$ cat src/rtl/snn_input_loader.sv
// Unpacks 784 pixel bits from 98 received bytes into the input-unit RAM, starts the core,
// then sends the result over the UART. `SNN_LOADER_ASCII_EN selects ASCII result encoding.
module snn_input_loader (
  input  logic       clk,
  input  logic       rst_n,
  input  logic       rx_rdy,
  input  logic [7:0] rx_data,
  output logic [9:0] ram_addr,
  output logic       ram_d,
  output logic       ram_we,
  output logic       core_start,
  input  logic       core_done,
  input  logic [3:0] core_digit,
  output logic       tx_start,
  output logic [7:0] tx_data,
  input  logic       tx_busy,
  output logic [3:0] digit,
  output logic       busy
);

  typedef enum logic [2:0] {
    LOAD,
    WRITE,
    START,
    WAIT_DONE,
    TX,
    TX_WAIT
  } state_t;

  localparam logic [9:0] LAST_PIXEL = 10'd783;

  state_t     state;
  logic [9:0] pix_cnt;
  logic [7:0] shift;
  logic [7:0] tx_code;

`ifdef SNN_LOADER_ASCII_EN
  assign tx_code = 8'h30 + {4'b0000, digit};
`else
  assign tx_code = {4'b0000, digit};
`endif

  assign busy = (state != LOAD);

  // Bytes always start on an 8-pixel boundary, so the low three counter bits mark the 8th bit.
  always_ff @(posedge clk or negedge rst_n) begin
    if (!rst_n) begin
      state      <= LOAD;
      pix_cnt    <= '0;
      shift      <= '0;
      digit      <= '0;
      ram_we     <= 1'b0;
      ram_d      <= 1'b0;
      ram_addr   <= '0;
      core_start <= 1'b0;
      tx_start   <= 1'b0;
      tx_data    <= '0;
    end else begin
      ram_we     <= 1'b0;
      core_start <= 1'b0;
      tx_start   <= 1'b0;
      case (state)
        LOAD: begin
          if (rx_rdy) begin
            shift <= rx_data;
            state <= WRITE;
          end
        end
        WRITE: begin
          ram_we   <= 1'b1;
          ram_d    <= shift[0];
          ram_addr <= pix_cnt;
          shift    <= {1'b0, shift[7:1]};
          pix_cnt  <= pix_cnt + 10'd1;
          if (pix_cnt[2:0] == 3'd7) begin
            if (pix_cnt == LAST_PIXEL) begin
              state <= START;
            end else begin
              state <= LOAD;
            end
          end
        end
        START: begin
          core_start <= 1'b1;
          state      <= WAIT_DONE;
        end
        WAIT_DONE: begin
          if (core_done) begin
            digit <= core_digit;
            state <= TX;
          end
        end
        TX: begin
          if (!tx_busy) begin
            tx_start <= 1'b1;
            tx_data  <= tx_code;
            state    <= TX_WAIT;
          end
        end
        TX_WAIT: begin
          pix_cnt <= '0;
          state   <= LOAD;
        end
        default: state <= LOAD;
      endcase
    end
  end

endmodule

$ cat config.mk
export PLATFORM = sky130hd
export DESIGN_NAME = snn_input_loader
export DESIGN_NICKNAME = d
export VERILOG_FILES = /design/src/rtl/snn_input_loader.sv
export SDC_FILE = /design/constraint.sdc
export NUM_CORES = 1
export LEC_CHECK = 0
export ABC_AREA = 1
export ABC_CLOCK_PERIOD_IN_PS = 2000
export CORE_UTILIZATION = 40
export CTS_CLUSTER_DIAMETER = 60
export DETAILED_ROUTE_END_ITERATION = 16
export MAX_ROUTING_LAYER = met4
export PLACE_DENSITY = 0.65
export SYNTH_ARGS = -nofsm -noshare
export SYNTH_HDL_FRONTEND = slang
export SYNTH_SLANG_ARGS = --single-unit
$ cat constraint.sdc
create_clock -name clk -period 2 [get_ports clk]
set_clock_uncertainty 0.05 [all_clocks]
set_input_delay 0.4 -clock clk [delete_from_list [all_inputs] [get_ports clk]]
set_output_delay 0.4 -clock clk [all_outputs]
set_load 0.01 [all_outputs]
==> key figures, run 1 <==
Setup path
  – R2R setup slack: ~0.35 ns
  – Reg-to-Reg Start: state[2]$_DFFE_PN0P_
  – CP endpoint kind: primary output
  – Slowest stage cell, crit path: dfrtp_1
  – Crit start category: flip-flop
  – R2r endpoint: shift[2]$_DFFE_PN0P_
  – WS Path Type: flip-flop to primary output
  – Worst EP arrival: ~1.4 ns
  – Worst path cell trace: nor2_4 -> inv_1 -> nor2_4 -> inv_1 -> dlygate4sd2_1
  – R2R cell count: 5
  – CP max FO: 4
  – CP Data Required Time: 1.55 ns
  – Critical Path Max Stage Delay: 0.42 ns

Timing
  – Tmin final: 1.83 ns
  – Achievable clock frequency: 0.547 GHz
  – RSZ-0062 raised after global routing: no
  – Hold Vio Cnt, Final: 0
  – Max-slew violation count: 0
  – Fin crit share: 91.4%
  – Final setup violation count: 0
  – Setup TNS: 0 ns

Worst hold path
  – Hold crit path type: input pin to async pin

Clock tree
  – H-tree lvl count: 2
  – CTS root buffer: clkbuf_8
  – Cts bufs inserted: 5
  – Reg clk slew, reported paths: 0.08 ns
  – Sink Count: 43
  – Max clock buf depth: 2
  – Worst-Skew Late Latency: between 0.2 and 0.3 ns
  – CTS tree: yes
  – Hold_buf cts: 0

Power and ir drop
  – Max IR drop VDD: 0.637 mV
  – Power Density: 1170 nW/um^2
  – P_leak: 1.31 nW

Detailed routing
  – Routed Wire Length: between 3 and 4 mm
  – Pre-Repair DR Iteration Count: 4
  – Detailed-route DRC error count: 0
  – 1st-iter DRT viols: 75
  – ANT nets after route: 0
  – Vias/cell: ~4.6
  – Routed wire per std cell: roughly 11 um
  – Vias: 1644

Floorplanning
  – Chip Height: 73.5 um
  – Initial core utilization: 42.4%
  – Core Rows: 25
  – Number of I/O pins: 44
  – Chip width: 73.5 um
  – Die Footprint: roughly 5400 um^2
  – Core ar.: roughly 4800 um^2

Yosys
  – Unique cell type count in the Yosys netlist: 25
  – Synthesized area: 2040 um^2
  – Synth Register Bits: 43
  – Synth Instances: 244
  – Sequential area share after synthesis: 52.6%
  – Yosys Warn Count: 0
  – Avg Inst Size Synth: 8.38 um^2

Run
  – Max cap viols: 0

GRT
  – Initial antenna violation count: 0
  – First-pass GRT wire length: 6.82 mm
  – Vias in the first global route: 1551
  – GRT Resource Usage Total: 17.3%
  – Total gr overflow: 0
  – Largest net degree at the start of global routing: 36

Placement
  – Placed Cells: 346
  – Placed cell area: between 2000 and 2500 um^2
  – Port Buffer Count: 39
  – HPWL after DPL: approximately 2.7 mm
  – Placer Congestion: 0.918

Layout
  – Fin cells: 355
  – Share of layout cells above drive strength 1: 11.8%
  – Most common cell after layout, fill and taps aside: nand2_1
  – Fin area: 2620 um^2
  – # nets final: 306
  – Area Growth Syn to Fin: 28.0%
  – Most frequent cells in the layout: 80 x nand2_1, 42 x dfrtp_1, 37 x clkdlybuf4s50_1, 26 x inv_1
  – # diodes: 0

Outcome
  – Status: completed
[per-layer routing]
metal  part of all wire (%)  vias up  global-route usage, %
met4                    1.7        0                   8.12
met2                     45       38                   25.7
li1                       -      838                      -
met3                    3.7        6                   5.08
met5                      0        -                      -
met1                     50      762                   21.6
[area by class of cell]
type	instances	area, um^2
clock inverter	2	35.0
timing repair buffer	44	434
multi-input combinational	165	798
clock buffer	6	82.6
inverter	28	105
tap	67	83.8
fill	485	2200
sequential	43	1080
[registers in the layout, indices dropped and copies added, names as in the netlist, 3 cells and up]
register  flops
pix_cnt      10
ram_addr     10
shift         8
digit         4
tx_data       4
state         3
[through the flow]
step	worst slack (ns)	util, %	total power [mW]	hold WS [ns]
6_report	0.172	54.3	3.06	0.00776
3_5_place_dp	0.178	51.5	2.37	0.344
5_1_grt	0.0927	54.3	3.32	0.0400
2_1_floorplan	0.685	-	2.04	0.0544
4_1_cts	0.163	54.3	3.10	0.0212
3_3_place_gp	0.239	51.5	2.35	0.346
[worst max-delay path: cells and delay by family, from the launching register on]
| family | cells | cell delay (ns) |
|---|---|---|
| flops | 1 | 0.42 |
| buf+inv | 3 | 0.40 |
| simple gates | 2 | 0.27 |
[worst max-delay path by stage]
stage / startpoint / end / depth (start not counted)
floorplan: state[1]$_DFFE_PN0P_ / busy / 4
global placement: state[0]$_DFFE_PN0P_ / busy / 5
detailed placement: state[0]$_DFFE_PN0P_ / busy / 5
CTS: state[1]$_DFFE_PN0P_ / busy / 5
global route: state[1]$_DFFE_PN0P_ / busy / 5
finish: state[1]$_DFFE_PN0P_ / busy / 5
[kinds of logic after synthesis]
group	share of synthesized area, %
and+or+nand+nor	25.8
DFF	52.6
buffers and inverters	9.36
AOI/OAI and AO/OA	10.8
adders and majority gates	1.22
other	0.183
[Yosys cell counts]
library cell  count  area (um^2)
nand2_4           2         22.5
nor2_4            2         22.5
o21ai_1           8         40.0
nand2_1          80          300
nand2_2           2         12.5
ha_1              2         25.0
buf_4             5         37.5
nor2_2            5         31.3
nand3b_1          1         7.51
inv_1            26         97.6
or2_1             1         6.26
nor2_1           13         48.8
inv_2             2         7.51
a21oi_1           6         30.0
o21a_1            1         7.51
buf_6             3         33.8
o211ai_1          2         15.0
nand3_1          14         70.1
buf_2             3         15.0
conb_1            1         3.75
o21ai_2           6         52.6
nor3_1            1         5.00
o22ai_1           1         6.26
o21ai_0          14         70.1
dfrtp_1          43         1080
[power breakdown]
group	total [mW]	switching (mW)	internal (mW)
combinational	1.17	0.687	0.481
sequential	1.20	0.112	1.09
clock	0.698	0.294	0.404
[timing repair]
item / in CTS / in global routing
endpoints found under the hold margin: 0 / 0
endpoints found under the setup margin: 1 / 0
resized for setup: 4 / 0
setup buffers: 1 / 0
(Power assumes the default switching activity.)
==> run 2, diff against run 1 <==
- ABC_CLOCK_PERIOD_IN_PS: 2000 -> 1800
- clock period: 2 -> 1.8 ns (I/O delays scaled with it)
==> key figures, run 2 (same netlist as run 1, synthesis figures left out) <==
Setup path
  – Worst setup endpoint: busy
  – Crit start category: flip-flop
  – R2R setup slack: 0.25 ns (-0.10 ns)
  – Worst EP arrival: 1.30 ns (-0.08 ns)
  – WS Path Type: flip-flop to primary output
  – R2r endpoint: shift[6]$_DFFE_PN0P_
  – CP max FO: 3 (-1)
  – CP endpoint kind: primary output
  – Reg-to-Reg Start: state[1]$_DFFE_PN0P_
  – CP Data Required Time: 1.39 ns (-0.16 ns)
  – R2R cell count: 6 (+1)
  – Worst setup startpoint: state[1]$_DFFE_PN0P_

Floorplanning
  – Die Footprint: 5400 um^2 (unchanged)
  – Number of I/O pins: 44 (unchanged)
  – Core Rows: 25 (unchanged)
  – Chip Height: 73.5 um (unchanged)
  – Core ar.: 4820 um^2 (unchanged)
  – Chip width: 73.5 um (unchanged)
  – Initial core utilization: 42.4% (unchanged)

Detailed routing
  – Routed wire per std cell: 10.4 um (-1.9%)
  – Vias: 1597 (-2.9%)
  – ANT nets after route: 0 (unchanged)
  – Detailed-route DRC error count: 0 (unchanged)
  – 1st-iter DRT viols: 61 (-19%)
  – Pre-Repair DR Iteration Count: 4 (unchanged)
  – Vias/cell: 4.47 (-3.4%)
  – Routed Wire Length: 3.72 mm (-1.4%)

Power and ir drop
  – Power Density: 1280 nW/um^2 (+9.2%)
  – P_leak: 1.31 nW (+0.31%)
  – Tot Pwr: 3.35 mW (+9.4%)
  – Max IR drop VDD: 0.589 mV (-7.5%)

Placement
  – Placed Cells: 349 (+0.87%)
  – DP Worst Slack: 0.188 ns (+0.0104 ns)
  – HPWL after DPL: 2.68 mm (-0.87%)
  – Port Buffer Count: 39 (unchanged)
  – Placed cell area: 2500 um^2 (+0.91%)
  – Placer Congestion: 0.827 (-10%)

Timing
  – Final worst slack: 0.0906 ns (-0.0812 ns)
  – Fin crit share: 95.0%
  – Tmin final: 1.71 ns
  – Max-slew violation count: 0 (unchanged)
  – Final setup violation count: 0 (unchanged)
  – Achievable clock frequency: about 0.59 GHz
  – Hold Vio Cnt, Final: 0 (unchanged)

Clock tree
  – Worst-Skew Late Latency: 0.29 ns (about the same)
  – Reg clk slew, reported paths: 0.07 ns (about the same)
  – CTS tree: yes
  – H-tree lvl count: 2 (unchanged)
  – Sink Count: 43 (unchanged)
  – Cts bufs inserted: 5 (unchanged)
  – CTS root buffer: clkbuf_8
  – Max clock buf depth: 2 (unchanged)

GRT
  – Initial antenna violation count: 0 (unchanged)
  – GRT Resource Usage Total: 16.1% (-1.2 points)
  – Total gr overflow: 0 (unchanged)
  – First-pass GRT wire length: 6.35 mm (-6.9%)
  – Largest net degree at the start of global routing: 36 (unchanged)
  – Vias in the first global route: 1454 (-6.3%)

Layout
  – # nets final: 309 (+0.98%)
  – Area occupied by multi-input gates: 793 um^2 (-0.63%)
  – # diodes: 0 (unchanged)
  – FILL cells: 469 (-3.3%)
  – Fin area: 2620 um^2 (+0.14%)
  – Top Registers: pix_cnt x10, ram_addr x10, shift x8
  – Area Growth Syn to Fin: 28.2%
  – Most common cell after layout, fill and taps aside: nand2_1
  – Fin cells: 357 (+0.56%)
  – Most frequent cells in the layout: 80 x nand2_1, 43 x dfrtp_1, 37 x clkdlybuf4s50_1, 26 x inv_1
  – FF/Latch Area: 1080 um^2 (-0.12%)
  – Share of layout cells above drive strength 1: 11.4% (-0.43 points)
  – Core Util, Final: 54.4% (+0.078 points)

Run
  – Max cap viols: 0 (unchanged)

Worst hold path
  – Hold crit path type: flip-flop to flip-flop

Outcome
  – Status: completed
## run 2: final cells by class
| cell class | count | share of cell area [%] |
|---|---|---|
| sequential | 43 | 41.1 |
| clock buffer | 6 | 2.77 |
| clock inverter | 1 | 1.15 |
| tap | 67 | 3.20 |
| inverter | 28 | 4.01 |
| timing repair buffer | 47 | 17.5 |
| multi-input combinational | 165 | 30.3 |
## run 2: worst min path at each step
stage,from,end,slack (ns),depth (start not counted)
floorplan,rst_n,core_start$_DFF_PN0_,0.01,0
global placement,rst_n,ram_addr[6]$_DFFE_PN0P_,0.29,1
detailed placement,rst_n,ram_addr[6]$_DFFE_PN0P_,0.29,1
CTS,ram_addr[5]$_DFFE_PN0P_,ram_addr[5]$_DFFE_PN0P_,0.43,2
global route,tx_data[3]$_DFFE_PN0P_,tx_data[3]$_DFFE_PN0P_,0.46,2
finish,ram_addr[5]$_DFFE_PN0P_,ram_addr[5]$_DFFE_PN0P_,0.42,2
## run 2: what timing repair did
item | 4_1_cts | 5_1_grt
endpoints found under the hold margin | 19 | 0
hold buffers | 1 | 0
setup buffers | 0 | 0
endpoints found under the setup margin | 1 | 1
gates resized for setup | 1 | 1
## run 2: worst max-delay path, cell delays in order (launching register included)
cell and delay, ns:
dfrtp_1 0.39, nor2_2 0.13, inv_1 0.08, nor2_4 0.11, inv_1 0.04, dlygate4sd2_1 0.27
## run 2: through the flow
stage	setup TNS, ns	hold slack [ns]
floorplan	0	0.0144
global placement	0	0.291
detailed placement	0	0.290
CTS	0	0.429
global route	-0.00265	0.457
finish	0	0.422
## run 2: metal layers
| metal | track usage [%] | routed length, um | vias to the layer above |
|---|---|---|---|
| met3 | 4.12 | 156 | 5 |
| met5 | - | 0 | - |
| met2 | 24.5 | 1620 | 36 |
| li1 | - | - | 843 |
| met1 | 20.9 | 1890 | 713 |
| met4 | 5.77 | 52 | 0 |
## run 2: where the power goes
part	leakage, nW	switching [mW]	internal (mW)	total (mW)
Clock	0.0513	0.303	0.407	0.710
Combinational	0.696	0.777	0.547	1.32
Sequential	0.563	0.113	1.20	1.32
Total	1.31	1.19	2.16	3.35
==> run 3, diff against run 2 <==
- ABC_CLOCK_PERIOD_IN_PS: 1800 -> default
- CTS_CLUSTER_SIZE: default -> 8
==> results of run 3 <==
Final layout, timing and power as in run 2 (identical DEF).
